$ cat src/rtl/shift_reg_multi_if.sv
// Control and data bundle for shift_reg_multi.
// The master drives the controls and the slave (the shifter) drives the observed state.
interface shift_reg_multi_if #(
    parameter int WIDTH = 8,
    parameter int DEPTH = 4
);
    localparam int CNT_W = $clog2(DEPTH + 1);

    logic                     enable;
    logic                     dir;
    logic                     rotate;
    logic                     ld_par;
    logic                     clr;
    logic [WIDTH-1:0]         sin;
    logic [WIDTH*DEPTH-1:0]   pin;
    logic [WIDTH-1:0]         sout;
    logic [WIDTH*DEPTH-1:0]   pout;
    logic [CNT_W-1:0]         fill_cnt;
    logic                     full;

    modport master (
        output enable, dir, rotate, ld_par, clr, sin, pin,
        input  sout, pout, fill_cnt, full
    );

    modport slave (
        input  enable, dir, rotate, ld_par, clr, sin, pin,
        output sout, pout, fill_cnt, full
    );
endinterface

$ cat src/rtl/shift_reg_multi.sv
// DEPTH x WIDTH bidirectional shift register with optional rotate, parallel load/readout
// and a saturating fill counter.
module shift_reg_multi #(
    parameter int WIDTH = 8,
    parameter int DEPTH = 4
) (
    input  logic                 clk,
    input  logic                 rst_b,
    shift_reg_multi_if.slave     bus
);
    localparam int CNT_W = $clog2(DEPTH + 1);
    localparam logic [CNT_W-1:0] FULL_CNT = CNT_W'(DEPTH);

    logic [WIDTH-1:0] stage_q [DEPTH];
    logic [WIDTH-1:0] stage_d [DEPTH];
    logic [WIDTH-1:0] up_w    [DEPTH];
    logic [WIDTH-1:0] down_w  [DEPTH];
    logic [CNT_W-1:0] fill_q;
    logic [CNT_W-1:0] fill_d;

    // Candidate next values for both shift directions; the end stage takes sin or the
    // word falling off the opposite end. With DEPTH=1 a rotate reloads the stage itself.
    for (genvar gi = 0; gi < DEPTH; gi++) begin : g_shift
        if (gi == 0) begin : g_up_end
            assign up_w[gi] = bus.rotate ? stage_q[DEPTH-1] : bus.sin;
        end else begin : g_up_mid
            assign up_w[gi] = stage_q[gi-1];
        end
        if (gi == DEPTH - 1) begin : g_dn_end
            assign down_w[gi] = bus.rotate ? stage_q[0] : bus.sin;
        end else begin : g_dn_mid
            assign down_w[gi] = stage_q[gi+1];
        end
        assign bus.pout[gi*WIDTH +: WIDTH] = stage_q[gi];
    end

    always_comb begin
        for (int i = 0; i < DEPTH; i++) begin
            stage_d[i] = stage_q[i];
        end
        fill_d = fill_q;
        if (bus.clr) begin
            for (int i = 0; i < DEPTH; i++) begin
                stage_d[i] = '0;
            end
            fill_d = '0;
        end else if (bus.ld_par) begin
            for (int i = 0; i < DEPTH; i++) begin
                stage_d[i] = bus.pin[i*WIDTH +: WIDTH];
            end
            fill_d = FULL_CNT;
        end else if (bus.enable) begin
            for (int i = 0; i < DEPTH; i++) begin
                stage_d[i] = bus.dir ? down_w[i] : up_w[i];
            end
            // Rotation recirculates existing words, so only fresh sin words count.
            if (!bus.rotate && fill_q != FULL_CNT) begin
                fill_d = fill_q + 1'b1;
            end
        end
    end

    always_ff @(posedge clk or negedge rst_b) begin
        if (!rst_b) begin
            for (int i = 0; i < DEPTH; i++) begin
                stage_q[i] <= '0;
            end
            fill_q <= '0;
        end else begin
            for (int i = 0; i < DEPTH; i++) begin
                stage_q[i] <= stage_d[i];
            end
            fill_q <= fill_d;
        end
    end

    assign bus.sout     = bus.dir ? stage_q[0] : stage_q[DEPTH-1];
    assign bus.fill_cnt = fill_q;
    assign bus.full     = (fill_q == FULL_CNT);
endmodule

$ cat src/flat_wrapper.sv
// flat-port wrapper written by rule: the top's interface ports become plain ports
module shift_reg_multi_flat 
#(
    parameter int WIDTH = 8,
    parameter int DEPTH = 4
)
  (clk, rst_b, bus_enable, bus_dir, bus_rotate, bus_ld_par, bus_clr, bus_sin, bus_pin, bus_sout, bus_pout, bus_fill_cnt, bus_full);
  shift_reg_multi_if #(.WIDTH(WIDTH), .DEPTH(DEPTH)) bus_i ();
  input  logic clk;
  input  logic rst_b;
  input wire logic [$bits(bus_i.enable)-1:0] bus_enable;
  input wire logic [$bits(bus_i.dir)-1:0] bus_dir;
  input wire logic [$bits(bus_i.rotate)-1:0] bus_rotate;
  input wire logic [$bits(bus_i.ld_par)-1:0] bus_ld_par;
  input wire logic [$bits(bus_i.clr)-1:0] bus_clr;
  input wire logic [$bits(bus_i.sin)-1:0] bus_sin;
  input wire logic [$bits(bus_i.pin)-1:0] bus_pin;
  output wire logic [$bits(bus_i.sout)-1:0] bus_sout;
  output wire logic [$bits(bus_i.pout)-1:0] bus_pout;
  output wire logic [$bits(bus_i.fill_cnt)-1:0] bus_fill_cnt;
  output wire logic [$bits(bus_i.full)-1:0] bus_full;
  assign bus_i.enable = bus_enable;
  assign bus_i.dir = bus_dir;
  assign bus_i.rotate = bus_rotate;
  assign bus_i.ld_par = bus_ld_par;
  assign bus_i.clr = bus_clr;
  assign bus_i.sin = bus_sin;
  assign bus_i.pin = bus_pin;
  assign bus_sout = bus_i.sout;
  assign bus_pout = bus_i.pout;
  assign bus_fill_cnt = bus_i.fill_cnt;
  assign bus_full = bus_i.full;
  shift_reg_multi #(.WIDTH(WIDTH), .DEPTH(DEPTH)) u_core (.clk(clk), .rst_b(rst_b), .bus(bus_i));
endmodule
$ cat config.mk
export PLATFORM = sky130hd
export DESIGN_NAME = shift_reg_multi_flat
export DESIGN_NICKNAME = d
export VERILOG_FILES = /design/src/rtl/shift_reg_multi_if.sv /design/src/rtl/shift_reg_multi.sv /design/src/flat_wrapper.sv
export SDC_FILE = /design/constraint.sdc
export NUM_CORES = 1
export LEC_CHECK = 0
export CAP_MARGIN = 25
export CORE_ASPECT_RATIO = 1.1
export CORE_MARGIN = 4
export CORE_UTILIZATION = 41
export DETAILED_ROUTE_END_ITERATION = 10
export GPL_TIMING_DRIVEN = 0
export MAX_ROUTING_LAYER = met4
export PLACE_DENSITY = 0.78
export SYNTH_ARGS = -nofsm -noshare
export SYNTH_HDL_FRONTEND = slang
export SYNTH_SLANG_ARGS = --single-unit
$ cat constraint.sdc
create_clock -name clk -period 1.3 [get_ports clk]
set_clock_uncertainty 0.1 [all_clocks]
set_input_delay 0.26 -clock clk [delete_from_list [all_inputs] [get_ports clk]]
set_output_delay 0.26 -clock clk [all_outputs]
set_load 0.05 [all_outputs]
; After elaboration in Yosys (flattened, before gate mapping)
; Cells that the tools add are included.
[totals]
regBits = 35
input_bits = 47
output_inout_bits = 44
wordCells = 27
[op_classes]
addsub = 1
eq_ne = 2
n_mux = 14
reduce_logical = 5
[ops]
columns = cell, n
row1 = 32-bit two-way mux, 3
row2 = 8-bit two-way mux, 7
row3 = 3-bit two-way mux, 4
row4 = 3-bit nonzero test, 2
row5 = 3-bit by 1-bit adder with 3-bit output (second input constant), 1
row6 = 3-bit equality test (second input constant), 1
row7 = 3-bit != test (second input constant), 1
row8 = 2-bit AND reduction, 1
row9 = 1-bit logical AND, 1
row10 = 1-bit zero test, 1

; Logic depth before layout (Yosys ltp)
; Gate-level depths: netlist of run 1.
[logic_depth]
ltp_word = 6
mapped_depth = 6
depth_no_buf = 5

; Worst setup path after synthesis of run 1
; Ideal clock, no wire load.
[synth_path]
kind = flip-flop to flip-flop
startpoint = register u_core.fill_q[0], in the netlist u_core.bus.fill_cnt[0]
endpoint = register u_core.fill_q[0], in the netlist u_core.bus.fill_cnt[0]
setup_time_ns = 0.077
arrival_time_ns = 1.802
t_required_ns = 1.123
slack_ns = -0.679
stages_incl_launch_ff = 6
n_path_buf = 0
period_less_slack_ns = 1.979
cell_sequence = dfrtp_1 -> inv_1 -> ha_1 -> and2_1 -> or3_1 -> a21oi_1
[synth_between]
elab_chain_cells = 5
elab_cells_between_ends = 9
cone_classes = 1 x add/sub / 1 x eq/ne / 4 x mux / 3 x reduce/logical
[synth_rtl]
columns = element, line_no
row1 = "start, declared", shift_reg_multi.sv:18  ; logic [CNT_W-1:0] fill_q;
row2 = "start signal, assigned", shift_reg_multi.sv:73  ; fill_q <= fill_d;
row3 = 3-bit by 1-bit adder with 3-bit output, shift_reg_multi.sv:58  ; fill_d = fill_q + 1'b1;
row4 = 3-bit two-way mux, shift_reg_multi.sv:57  ; if (!bus.rotate && fill_q != FULL_CNT) begin
row5 = 3-bit two-way mux, shift_reg_multi.sv:52  ; end else if (bus.enable) begin
row6 = 3-bit two-way mux, shift_reg_multi.sv:47  ; end else if (bus.ld_par) begin
row7 = 3-bit two-way mux, shift_reg_multi.sv:42  ; if (bus.clr) begin
; Parallel ways exist; a longest one is shown, timed or not. The select of a mux whose other input is x is not followed.
; A chain may end at the register's enable or synchronous reset.

; Worst setup path in the final report of run 1
[layout_path]
startpoint = register u_core.fill_q[0], in the netlist u_core.bus.fill_cnt[0]
endpoint = output bus_full
[layout_between]
elab_chain_cells = 1
[layout_rtl]
columns = element, line_no
row1 = 3-bit equality test, shift_reg_multi.sv:79  ; assign bus.full = (fill_q == FULL_CNT);
row2 = "end, declared", flat_wrapper.sv:21  ; output wire logic [$bits(bus_i.full)-1:0] bus_full;
; Every way passes these cells.

==> out/qor.yml, run 1 <==
arrival_ps: 1190
ys_ff_latch: 35
fin_ws_ps: -246
setup_viol: 26
clk_latency_ps: 290
drtAntennaViolNets: 0
antenna_found_initial: 0
critPathRequiredTime_ps: 940
wl_met1_um: 3500
die_area_sq_um: 7370
placedCellCount: 394
whs_ps: -30.6
worstMarginPinSlew_ps: 879
status: "finished, violations left"
drc: 0
drt_iter0_markers: 165
wl_met3_um: 747
die_y_um: 89.7
grt-ovfl-total: 0
hold_viol_final: 35
initial_core_util: 0.425
antenna_cells: 0
maxSlewViolCount: 0
avgRoutedWirePerCell_um: 20.2
fin_crit_sh: 1.19
worstSetupEndpointType: "output port"
setup_tns_ps: -2910
yosysSeqAreaShare: 0.352
drive_gt1_frac: 0.538
syn_avg_cell_area_sq_um: 10.7
hpwl_um: 5640
drv_cap: 0
row_count: 29
period_needed_ps: 1550
power.total_mw: 3.79
power.density_nw_per_um2: 917
critPathKind: "reg2out"
ios: 91
slew_headroom: 0.414
io_buffers: 85
tritoncts: "built"
yosysWarnings: 0
grt_max_degree: 36
syn-cell-area_sq_um: 2480
crit_fanout: 2
drt-total-wl_um: 8750
clk_path_buf_depth: 2
met2_wirelength_um: 4370
rrSetupSlack_ps: -180
syn-num-nets: 281
critical-path-slowest-cell: "dfrtp_2"
htree_levels: 2
grtUsageTotal: 0.244
path_cells: "inv_2 -> ha_4 -> and2_4 -> buf_8"
cp.buffers_inverters: 2
layout_common_cells: "buf_6, clkdlybuf4s50_1, dfrtp_2"
syn_to_final_growth_pct: 66.3
viasPerCell: 5.75
hold_class: "in2async"
final_cells: 434
ys_top_cells_by_area: "dfrtp_1, mux2i_1, mux2_2"
numCtsBuffers: 5
place_congestion: 0.847
drt-pass1-iter-count: 4
crit_path_start_kind: "register"
max_freq_ghz: 0.647
synth_cell_types: 32
routed.top_layer: "met4"
vias: 2497
syn_inst: 232
clkSinkCount: 35
finish.net_count: 405
synth_top_area_share: 0.352
yosysTopAreaCell: "dfrtp_1"
root_buffer: "clkbuf_8"
coreArea_sq_um: 5840
die_x_um: 82.2
critPathTopFamily: "flip-flops"
grt_pass1_vias: 2522
cts.clk_slew.worst_paths_ps: 70
rsz0062_at_grt: "true"
p_leak_nw: 1.88
final_common_cell: "buf_6"
ir_worst_vdd_mv: 0.467
grt_pass1_wl_um: 13000
violations: "negative hold slack, negative setup slack"
crit_path_max_incr_delay_ps: 420
synth_stat cells:
master,count
dfrtp_1,35
mux2i_1,31
a211oi_1,17
nor2_1,17
a21o_1,16
mux2_2,16
nor2b_1,16
nor3_1,15
a2111oi_2,11
buf_2,7
clkbuf_1,7
buf_6,6
mux2_4,6
a2111oi_1,4
buf_4,3
inv_1,3
o21ai_0,3
a21oi_1,2
and2b_1,2
ha_1,2
nand3b_1,2
a2111oi_0,1
a311oi_1,1
and2_1,1
buf_12,1
mux2_1,1
nand2_1,1
nand2b_1,1
nor3b_1,1
o32ai_1,1
or2_1,1
or3_1,1
metrics by stage:
step | worst slack, ps | util | area (sq um)
global placement | -1110 | 0.610 | 3560
finish | -246 | 0.707 | 4130
global route | -303 | 0.707 | 4130
detailed placement | -669 | 0.609 | 3560
floorplan | -246 | - | 2620
CTS | -245 | 0.640 | 3740
kinds of logic after synthesis:
family                   share of synthesized area
buffers and inverters                       0.0735
flip-flops                                   0.352
multiplexers                                 0.238
adder cells (fa/ha/maj)                     0.0101
AO/OA/AOI/OAI                                0.203
AND/OR/NAND/NOR                              0.123
metal layers:
metal | vias up | global-route usage
li1 | 1117 | -
met1 | 1211 | 0.310
met2 | 149 | 0.383
met3 | 20 | 0.0499
met4 | 0 | 0.0876
met5 | - | -
report_power, final:
group          internal (mW)  total, mW  switching, mW  leakage (nW)
combinational          0.747       1.60          0.850          1.41
sequential              1.18       1.29          0.107         0.412
clock                  0.485      0.906          0.421        0.0515
total                   2.41       3.79           1.38          1.88
flip-flops by register name (all words and copies together) (netlist names):
register             cells
u_core.bus.fill_cnt      3
u_core.bus.pout         32
area by class of cell:
type,instances,area [sq um]
fillers,444,1710
multi-input cells,170,1640
repair buffers,117,1180
flip-flops and latches,35,916
plain buffers,24,188
clock buffers,8,100
well taps,77,96.3
inverters,3,11.3
path summary, 6_finish.rpt:
kind | start | endpoint | cells past startpoint
setup / recovery | u_core.bus.fill_cnt[0] | bus_full | 4
hold / removal | rst_b | u_core.bus.fill_cnt[0] | 1
setup reg to reg | u_core.bus.fill_cnt[0] | u_core.bus.fill_cnt[2] | 6
hold reg to reg | u_core.bus.fill_cnt[2] | u_core.bus.fill_cnt[2] | 2
max in group asynchronous | rst_b | u_core.bus.pout[14] | 1
min in group clk | bus_clr | u_core.bus.pout[4] | 2
worst reg2reg max path: cells and delay by family, from the launching register on:
kind,cells,cell delay (ps)
DFF,1,420
buffers and inverters,3,390
AOI/OAI and AO/OA,2,270
adders and majority gates,1,160
repair_timing:
action / 4_1_cts / 5_1_grt
endpoints found under the setup margin: 47 / 60
hold buffers: 0 / 0
gates resized for setup: 273 / 93
pin swaps: 6 / 15
buffers inserted: 19 / 16
Note: power is estimated with default switching activity, not from simulation.
==> run 2: changes to the inputs <==
--- a/config.mk
+++ b/config.mk
@@ -5,6 +5,7 @@
 export SDC_FILE = /design/constraint.sdc
 export NUM_CORES = 1
 export LEC_CHECK = 0
+export ABC_AREA = 1
 export CAP_MARGIN = 25
 export CORE_ASPECT_RATIO = 1.1
 export CORE_MARGIN = 4
==> run 2 against run 1 <==
Effect of this change:
- the run still ends with negative hold slack, negative setup slack left
- combinational power shrank 4%
- synthesized cell count grew 63%
- clock power shrank 4.5%
- cell count grew 35%
- maximum frequency shrank 0.22%
- critical path depth grew 1
- sequential power is essentially flat
- setup slack lost 3.4 ps
- hold slack lost 8.3 ps
- total power shrank 2.8%
- utilization shrank 0.31 points
==> out/qor.yml, run 2 <==
ys_top_cells_by_area: "dfrtp_1, nand2_1, o211ai_2"
die_x_um: 81.9
rrSetupSlack_ps: -10
synth_cell_types: 21
ios: 91
worstSetupEndpointType: "output port"
wl_met1_um: 3860
root_buffer: "clkbuf_8"
clk_path_buf_depth: 2
cts.clk_slew.worst_paths_ps: 80
met2_wirelength_um: 4910
avgRoutedWirePerCell_um: 17.1
antenna_found_initial: 0
r2r-start: "u_core.bus.fill_cnt[0]"
grtUsageTotal: 0.270
hold_viol_final: 35
synth_top_area_share: 0.355
syn_inst: 377
io_buffers: 88
ys_ff_latch: 35
syn-num-nets: 426
crit_path_max_incr_delay_ps: 430
drtAntennaViolNets: 0
drt-pass1-iter-count: 5
path_cells: "inv_2 -> ha_4 -> nand2_4 -> clkinvlp_4 -> buf_8"
viasPerCell: 5.34
final_common_cell: "nand2_1"
slew_headroom: 0.439
critPathRequiredTime_ps: 940
layout_common_cells: "nand2_1, clkdlybuf4s50_1, buf_6"
drive_gt1_frac: 0.364
tritoncts: "built"
worstMarginPinSlew_ps: 841
antenna_cells: 0
grt_pass1_wl_um: 14500
critPathTopFamily: "flip-flops"
drt_iter0_markers: 377
violations: "negative hold slack, negative setup slack"
vias: 3125
max_freq_ghz: 0.646
yosysMostFrequentCell: "nand2_1"
fin_util: 0.704
hpwl_um: 6140
yosysWarnings: 0
crit_fanout: 3
fin_area_sq_um: 4090
grt_pass1_vias: 3021
wl_met3_um: 932
setup_tns_ps: -1070
placed_area_sq_um: 3550
worstRegToRegCells: 6
htree_levels: 2
rsz0062_at_grt: "true"
power.density_nw_per_um2: 901
async_reset_ff_frac: 1.00
numCtsBuffers: 5
p_leak_nw: 2.06
drv_cap: 0
grt_max_degree: 36
syn-cell-area_sq_um: 2460
cp.buffers_inverters: 3
yosysSeqAreaShare: 0.355
ys.flop_type: "dfrtp_1"
crit_path_start_kind: "register"
fin_crit_sh: 1.19
whs_ps: -38.9
grt-ovfl-total: 0
ys_top_cells_by_count: "nand2_1, nor2_1, dfrtp_1"
initial_core_util: 0.425
hold_class: "in2async"
die_y_um: 89.3
syn_to_final_growth_pct: 65.8
ir_worst_vdd_mv: 0.689
arrival_ps: 1190
syn_avg_cell_area_sq_um: 6.54
row_count: 29
largest_register_ffs: 32
maxSlewViolCount: 0
finish.net_count: 556
status: "finished, violations left"
clkSinkCount: 35
r2r_end: "u_core.bus.fill_cnt[0]"
yosysTopAreaCell: "dfrtp_1"
coreArea_sq_um: 5810
routed.top_layer: "met4"
clk_latency_ps: 300
setup_viol: 15
period_needed_ps: 1550
critPathKind: "reg2out"
place_congestion: 0.903
fin_ws_ps: -249
synth_edf_count: 0
drt-total-wl_um: 10000
die_area_sq_um: 7320
drc: 0
critical-path-slowest-cell: "dfrtp_2"
## run 2: cell count changes after synthesis, moves of 17 or more
cell	before	now
a211oi_1	17	0
mux2i_1	31	0
nand2_1	1	211
nand3_1	0	24
nor2_1	17	36
## run 2: kinds of logic (layout without fill, tap and decap cells)
group                      Yosys count  count (layout)  synth area share
AOI/OAI and AO/OA                   30              30             0.109
adders and majority gates            2               2            0.0102
buffers and inverters               34             165            0.0812
DFF                                 35              35             0.355
and+or+nand+nor                    276             276             0.444
## run 2: where the power goes
group / internal [mW] / switching (mW)
registers: 1.18 / 0.107
logic: 0.619 / 0.914
clock network: 0.428 / 0.436
## run 2: area by class of cell
type / instances / area (sq um)
plain buffers: 22 / 190
clock buffers: 7 / 86.3
clock inverters: 1 / 5.00
fillers: 468 / 1720
inverters: 12 / 53.8
multi-input cells: 308 / 1510
flip-flops and latches: 35 / 906
well taps: 77 / 96.3
repair buffers: 123 / 1240
## run 2: metrics by stage
| stage | power (mW) | std cells | setup WS, ps | hold WS, ps |
|---|---|---|---|---|
| 6_report | 3.68 | 585 | -249 | -38.9 |
| 5_1_grt | 3.83 | 585 | -292 | 8.14 |
| 4_1_cts | 3.56 | 574 | -258 | -18.2 |
| 3_3_place_gp | 2.59 | 542 | -1160 | 414 |
| 2_1_floorplan | 2.09 | 377 | -133 | -136 |
| 3_5_place_dp | 2.61 | 542 | -828 | 304 |
## run 2: what timing repair did
action | CTS | global route
endpoints found under the setup margin | 77 | 53
cloned | 0 | 4
pin swaps | 18 | 6
setup buffers | 24 | 7
resized for setup | 302 | 41
hold endpoints to repair | 35 | 0
## run 2: metal layers
metal | GRT usage | vias up
met5 | - | -
met4 | 0.133 | 0
met3 | 0.0444 | 36
met2 | 0.445 | 188
met1 | 0.318 | 1465
li1 | - | 1436
## run 2: how the worst max path moves through the flow
stage / cells after the start / from / slack (ps) / end
3_3_place_gp: 1 / rst_b / -1160 / u_core.bus.pout[25]
5_1_grt: 5 / u_core.bus.fill_cnt[0] / -290 / bus_full
4_1_cts: 5 / u_core.bus.fill_cnt[1] / -260 / bus_full
2_1_floorplan: 4 / u_core.bus.fill_cnt[0] / -130 / bus_full
3_5_place_dp: 5 / bus_dir / -830 / bus_sout[1]
6_report: 5 / u_core.bus.fill_cnt[0] / -250 / bus_full
## run 2: worst register-to-register path, cell delays in order (launching register included)
cell and delay [ps]:
dfrtp_2 390, inv_2 60, ha_4 160, nand2_4 60, nand3_1 150, o21ai_0 210
a21oi_1 70
